===== src/rtl/state_dump_unit.sv =====
// Post-run architectural state dump: counts RUN cycles, then on halt or cycle budget freezes the
// CPU and streams the register file followed by a data-memory window over a valid/ready port.
module state_dump_unit #(
    parameter int unsigned REG_WIDTH       = 64,
    parameter int unsigned RF_DEPTH        = 32,
    parameter int unsigned DMEM_DUMP_DEPTH = 9,
    parameter int unsigned DMEM_ADDR_WIDTH = 10,
    parameter int unsigned CNT_WIDTH       = 16,
    localparam int unsigned RF_AW          = (RF_DEPTH > 1) ? $clog2(RF_DEPTH) : 1
) (
    input  logic                       clk,
    input  logic                       reset_b,
    input  logic [CNT_WIDTH-1:0]       run_cycles,
    input  logic                       halt_i,
    output logic [RF_AW-1:0]           rf_raddr,
    input  logic [REG_WIDTH-1:0]       rf_rdata,
    output logic [DMEM_ADDR_WIDTH-1:0] dm_raddr,
    input  logic [REG_WIDTH-1:0]       dm_rdata,
    output logic                       cpu_stall,
    output logic                       dump_valid,
    input  logic                       dump_ready,
    output logic                       dump_is_mem,
    output logic [15:0]                dump_index,
    output logic [REG_WIDTH-1:0]       dump_data,
    output logic                       dump_last,
    output logic                       done,
    output logic [CNT_WIDTH-1:0]       cycle_count
);

    typedef enum logic [1:0] {
        StRun,
        StDumpRf,
        StDumpMem,
        StDone
    } state_e;

    localparam bit          HasMem  = (DMEM_DUMP_DEPTH != 0);
    localparam logic [15:0] RfLast  = 16'(RF_DEPTH - 1);
    localparam logic [15:0] MemLast = HasMem ? 16'(DMEM_DUMP_DEPTH - 1) : 16'd0;

    state_e               state_q;
    logic [CNT_WIDTH-1:0] cnt_q;
    logic [15:0]          idx_q;

    logic [CNT_WIDTH-1:0] run_target;
    logic                 trigger;
    logic                 xfer;
    logic                 rf_last_beat;
    logic                 mem_last_beat;

    always_comb begin
        run_target    = run_cycles - CNT_WIDTH'(1);
        // Budget check uses the pre-increment count, so the trigger lands on edge run_cycles.
        trigger       = halt_i || ((run_cycles != '0) && (cnt_q == run_target));
        xfer          = dump_valid && dump_ready;
        rf_last_beat  = (idx_q == RfLast);
        mem_last_beat = (idx_q == MemLast);
    end

    always_ff @(posedge clk or negedge reset_b) begin
        if (!reset_b) begin
            state_q <= StRun;
            cnt_q   <= '0;
            idx_q   <= '0;
        end else begin
            case (state_q)
                StRun: begin
                    if (cnt_q != '1) begin
                        cnt_q <= cnt_q + CNT_WIDTH'(1);
                    end
                    idx_q <= '0;
                    if (trigger) begin
                        state_q <= StDumpRf;
                    end
                end
                StDumpRf: begin
                    if (xfer) begin
                        if (rf_last_beat) begin
                            idx_q <= '0;
                            if (HasMem) begin
                                state_q <= StDumpMem;
                            end else begin
                                state_q <= StDone;
                            end
                        end else begin
                            idx_q <= idx_q + 16'd1;
                        end
                    end
                end
                StDumpMem: begin
                    if (xfer) begin
                        if (mem_last_beat) begin
                            state_q <= StDone;
                        end else begin
                            idx_q <= idx_q + 16'd1;
                        end
                    end
                end
                StDone: begin
                    state_q <= StDone;
                end
                default: begin
                    state_q <= StRun;
                end
            endcase
        end
    end

    always_comb begin
        cpu_stall   = (state_q != StRun);
        dump_valid  = (state_q == StDumpRf) || (state_q == StDumpMem);
        dump_is_mem = (state_q == StDumpMem);
        done        = (state_q == StDone);
        dump_index  = idx_q;
        cycle_count = cnt_q;
        rf_raddr    = idx_q[RF_AW-1:0];
        dm_raddr    = idx_q[DMEM_ADDR_WIDTH-1:0];
        dump_data   = dump_is_mem ? dm_rdata : rf_rdata;
        dump_last   = ((state_q == StDumpMem) && mem_last_beat) ||
                      (!HasMem && (state_q == StDumpRf) && rf_last_beat);
    end

endmodule


===== config.mk =====
export PLATFORM = sky130hd
export DESIGN_NAME = state_dump_unit
export DESIGN_NICKNAME = d
export VERILOG_FILES = /design/src/rtl/state_dump_unit.sv
export SDC_FILE = /design/constraint.sdc
export NUM_CORES = 1
export LEC_CHECK = 0
export BUFFER_PORTS_ARGS = -buffer_cell sky130_fd_sc_hd__buf_4
export CAP_MARGIN = 20
export CELL_PAD_IN_SITES_DETAIL_PLACEMENT = 1
export CELL_PAD_IN_SITES_GLOBAL_PLACEMENT = 2
export CORE_MARGIN = 4
export CORE_UTILIZATION = 21
export CTS_BUF_LIST = sky130_fd_sc_hd__clkbuf_8
export DETAILED_ROUTE_END_ITERATION = 10
export PLACE_DENSITY = 0.86
export SYNTH_ARGS = -nofsm -noshare
export SYNTH_HDL_FRONTEND = slang
export SYNTH_SLANG_ARGS = --single-unit

===== constraint.sdc =====
create_clock -name clk -period 2.9 [get_ports clk]
set_input_delay 0.58 -clock clk [delete_from_list [all_inputs] [get_ports clk]]
set_output_delay 0.58 -clock clk [all_outputs]
set_load 0.02 [all_outputs]

Word-level counts from Yosys, hierarchy flattened
Cells that the tools add are included.
{"block": "word_totals", "latch_bits": 0, "mem_bits_ro": 0, "register_bits": 34, "inputBits": 148, "out_inout_bits": 116, "mem_bits_rw": 0, "n_memories": 0}
{"block": "classes", "shift": 0, "n_div": 0, "mux": 12, "n_eq_ne": 13, "n_addsub": 3, "bitwise": 0, "n_lt_le_gt_ge": 0, "n_reduce_logical": 12, "n_mul": 0}
{"operator": "two-way mux 16 bit", "count": 4}
{"operator": "two-way mux 64 bit", "count": 1}
{"operator": "one-hot mux 16 bit (3 select lines)", "count": 1}
{"operator": "adder 16 x 1 -> 16 bit (second input constant)", "count": 2}
{"operator": "equality test 16 bit", "count": 1}
{"operator": "equality test 16 x 4 -> 1 bit (second input constant)", "count": 1}
{"operator": "equality test 16 x 5 -> 1 bit (second input constant)", "count": 1}
{"operator": "inequality test 16 bit (second input constant)", "count": 1}
{"operator": "nonzero test 16 bit", "count": 1}
{"operator": "subtractor 16 x 1 -> 16 bit (second input constant)", "count": 1}
{"operator": "two-way mux 2 bit", "count": 5}
{"operator": "inequality test 2 bit (second input constant)", "count": 4}
{"operator": "one-hot mux 2 bit (4 select lines)", "count": 1}
{"operator": "AND reduction 5 bit", "count": 1}
{"operator": "equality test 2 bit (second input constant)", "count": 2}
{"operator": "inequality test 2 x 1 -> 1 bit (second input constant)", "count": 2}
{"operator": "AND reduction 4 bit", "count": 1}
{"operator": "logical AND 1 bit", "count": 3}
{"operator": "nonzero test 3 bit", "count": 1}
{"operator": "equality test 2 x 1 -> 1 bit (second input constant)", "count": 1}
{"operator": "zero test 2 bit", "count": 1}
{"operator": "logical OR 1 bit", "count": 2}
{"operator": "AND reduction 2 bit", "count": 1}
{"operator": "nonzero test 2 bit", "count": 1}

Logic depth before layout (Yosys ltp)
{"block": "depth", "word_depth": 6, "mapped_depth": 9}

Least setup slack after synthesis
OpenSTA, ideal clock, no wires.
{"block": "synth_path", "kind": "input port to flip-flop", "start": "input port run_cycles[3]", "end": "register state_q[0]", "setup_time_ns": 0.101, "cell_stages": 9, "t_arrival_ns": 2.801, "setup_slack_ns": -0.001, "required_time_ns": 2.799, "cell_sequence": "buf_6 > or4_1 > buf_2 > or4_1 > xnor2_1 > o311ai_1 > o311a_2 > a21oi_2 > o311ai_2"}
{"block": "synth_between", "elab_chain_len": 6, "elab_cells_between_ends": 7}
{"item": "start, declared", "line_no": "13", "text": "input logic [CNT_WIDTH-1:0] run_cycles,"}
{"item": "subtractor 16 x 1 -> 16 bit", "line_no": "52", "text": "run_target = run_cycles - CNT_WIDTH'(1);"}
{"item": "equality test 16 bit", "line_no": "54", "text": "trigger = halt_i || ((run_cycles != '0) && (cnt_q == run_target));"}
{"item": "logical AND 1 bit (*)", "line_no": "54"}
{"item": "logical OR 1 bit (*)", "line_no": "54"}
{"item": "inequality test 2 bit (no source line) (*)"}
{"item": "AND reduction 5 bit (no source line) (*)"}
{"item": "end signal, assigned", "line_no": "62", "text": "state_q <= StRun;"}
{"item": "end signal, assigned", "line_no": "73", "text": "state_q <= StDumpRf;"}
{"item": "end signal, assigned", "line_no": "81", "text": "state_q <= StDumpMem;"}
{"item": "end, declared", "line_no": "41", "text": "state_e state_q;"}
Every way passes the cells marked *; elsewhere a longest branch is shown, timed or not.
A chain may end at the register's enable or synchronous reset.

Final worst setup path
Ends and elaborated chain as after synthesis.

==> results.sh <==
export IMPL_synthesis_area_mm2=0.00334
export IMPL_drv_slew=0
export IMPL_coreArea_mm2=0.0154
export IMPL_synth_area_per_cell_um2=9.31
export IMPL_fin_crit_ns=2.84
export IMPL_ys_seq_area_frac=0.255
export IMPL_rr_startpoint="state_q[0]"
export IMPL_grt_overflow_total=0
export IMPL_tritoncts="built"
export IMPL_syn_num_nets=519
export IMPL_tightest_slew_ns=0.547
export IMPL_hpwl_um=13600
export IMPL_cp_startpoint="run_cycles[3]"
export IMPL_rows=45
export IMPL_area_growth_synth_to_final_pct=70.3
export IMPL_status="finished clean"
export IMPL_yosys_register_bits=34
export IMPL_antenna_found_initial=0
export IMPL_worstSetupPathType="in -> reg"
export IMPL_clockBufferDepth=2
export IMPL_cts_max_level=2
export IMPL_hp_class="in -> async"
export IMPL_irDropWorstVdd_mv=0.180
export IMPL_maxCapViolCount=0
export IMPL_layout_setup_ws_ns=0.0621
export IMPL_syn_inst=359
export IMPL_vias_per_cell=4.60
export IMPL_synth_top_flop_cell="dfrtp_1"
export IMPL_postSynth_asyncResetShare=1.00
export IMPL_dieArea_mm2=0.0180
export IMPL_insertion_delay_ns=0.29
export IMPL_wl_um=15900
export IMPL_synth_edf_count=0
export IMPL_insertedDiodeCount=0
export IMPL_rsz0062_at_grt="false"
export IMPL_yosysWarnings=0
export IMPL_routed_via_count=3832
export IMPL_final_area_mm2=0.00569
export IMPL_worst_setup_path_end_kind="flip-flop"
export IMPL_relSlewSlack=0.631
export IMPL_cts_inserted_buffers=5
export IMPL_place_area_mm2=0.00558
export IMPL_p_comb_frac=0.331
export IMPL_cts_root_buf="clkbuf_8"
export IMPL_nets=781
export IMPL_worstPathArrival_ns=3.03
export IMPL_final_cell_mix="284 x buf_4, 66 x mux2_2, 34 x dfrtp_1, 31 x xnor2_1, 30 x nor2_1"
export IMPL_cp_max_fo=3
export IMPL_hold_viol=0
export IMPL_drc=0
export IMPL_setup_viol=0
export IMPL_pre_cts_ws_ns=-0.261
export IMPL_totalPowerFinal_mw=1.28
export IMPL_grt_max_degree=67
export IMPL_max_freq_mhz=352
export IMPL_intPower_uw=909
export IMPL_grt_use_total=0.165
export IMPL_ios=264
export IMPL_portBuffers=263
export IMPL_start_kind="input port"
export IMPL_pwr_share_seq=0.370
export IMPL_drt_iter0_drc=103
export IMPL_numClockSinks=34
export IMPL_cp_required_ns=3.09
export IMPL_postRouteAntennaNets=0
export IMPL_gp_congestion=0.892
export IMPL_synth_cell_types=54
export IMPL_clockPowerShare=0.299
export IMPL_grt_pass1_vias=4281
export IMPL_finalClockSkew_ns=0.00509
export IMPL_tns_ns=0
export IMPL_clkTransAtPathRegs_ns=0.08
export IMPL_die_h_um=134
export IMPL_start_util=0.217
export IMPL_dr_pass1_iters=4
export IMPL_drive_above_1_share=0.596
export IMPL_final_common_cell="buf_4"
export IMPL_p_leak_nw=2.67
export IMPL_wl_per_cell_um=19.1
export IMPL_p_sw_frac=0.290
export IMPL_ctsHoldBuffers=0
export IMPL_die_w_um=134
export IMPL_period_share=0.979
export IMPL_p_switching_uw=372
export IMPL_cts_setup_buffers=0
export IMPL_cellPowerDensity_mw_per_mm2=225
export IMPL_grt_first_pass_wirelength_um=23700
## Yosys cell counts (2+ instances only)
library cell / n / area (um2)
a211o_1: 2 / 17.5
a21oi_1: 2 / 10.0
a31oi_1: 4 / 25.0
and2_1: 2 / 12.5
and3_1: 5 / 31.3
buf_1: 4 / 15.0
buf_4: 15 / 113
clkbuf_1: 9 / 33.8
dfrtp_1: 34 / 851
ha_1: 12 / 150
inv_1: 12 / 45.0
mux2_2: 66 / 743
mux2i_1: 2 / 20.0
nand2_1: 16 / 60.1
nand2b_1: 4 / 25.0
nand3_1: 19 / 95.1
nand3b_1: 2 / 15.0
nand4_1: 13 / 81.3
nand4b_1: 2 / 17.5
nor2_1: 30 / 113
nor2b_1: 3 / 18.8
nor3_1: 6 / 30.0
nor3_4: 2 / 32.5
nor4_1: 4 / 25.0
o211ai_1: 2 / 15.0
o21a_1: 3 / 22.5
o21ai_0: 14 / 70.1
o311ai_2: 2 / 32.5
or4_1: 3 / 22.5
xnor2_1: 31 / 272
xor2_1: 11 / 96.3
## routing by layer
metal	share of wire	routed length, um	global-route usage
met1	0.39	6170	0.193
met2	0.54	8640	0.315
met3	0.065	1030	0.0368
met4	0.0067	107	0.0204
met5	0	0	0
## worst paths after layout
check                            endpoint  slack (ns)  depth (start not counted)
max reg2reg                dump_index[15]        0.30                          9
max                            state_q[0]        0.06                          8
min in group clk           cycle_count[4]        0.59                          1
min reg2reg                cycle_count[4]        0.59                          1
max in group asynchronous  cycle_count[1]        2.34                          1
min                         dump_index[7]        0.24                          1
## cells by family (layout without fill, tap and decap cells)
| family | Yosys count | count (layout) | share of synthesized area |
|---|---|---|---|
| AOI/OAI and AO/OA | 42 | 42 | 0.0973 |
| DFF | 34 | 34 | 0.255 |
| muxes | 68 | 68 | 0.228 |
| buffers and inverters | 42 | 305 | 0.0666 |
| adders and majority gates | 12 | 12 | 0.0449 |
| and+or+nand+nor | 119 | 119 | 0.198 |
| xor gates and xnor gates | 42 | 42 | 0.110 |
## per-stage QoR
step / hold slack (ns) / std cells / utilization
6_report: 0.238 / 833 / 0.370
3_5_place_dp: 0.570 / 825 / 0.363
3_3_place_gp: 0.550 / 825 / 0.363
2_1_floorplan: 0.284 / 359 / -
4_1_cts: 0.247 / 833 / 0.369
5_1_grt: 0.266 / 833 / 0.370
## sequential cells by signal (all words and copies together), names as in the netlist
name	cells
cycle_count	16
dump_index	16
state_q	2
## power groups by stage
stage / logic [mW] / clock network, mW / registers [mW]
finish: 0.424 / 0.383 / 0.474
global route: 0.451 / 0.410 / 0.474
detailed placement: 0.425 / 0 / 0.483
global placement: 0.417 / 0 / 0.483
CTS: 0.427 / 0.398 / 0.474
floorplan: 0.149 / 0 / 0.483
## timing repair
item | CTS | global route
gates resized for setup | 0 | 2
endpoints found under the setup margin | 0 | 6
hold endpoints to repair | 0 | 0
## worst max-delay path, cell delays in order
cell and delay (ns):
buf_4 0.11, or4_1 0.55, or4_1 0.55, xnor2_1 0.16, o311ai_1 0.42, o311a_2 0.31
a21oi_2 0.09, o311ai_2 0.26
## cell type report
| cell class | instances | area, um2 |
|---|---|---|
| Tap cell | 211 | 264 |
| Multi-Input combinational cell | 283 | 2280 |
| Fill cell | 1852 | 9680 |
| Sequential cell | 34 | 851 |
| Clock buffer | 6 | 82.6 |
| Clock inverter | 2 | 12.5 |
| Timing Repair Buffer | 285 | 2150 |
| Inverter | 12 | 45.0 |
Note: power is estimated with default switching activity, not from simulation.
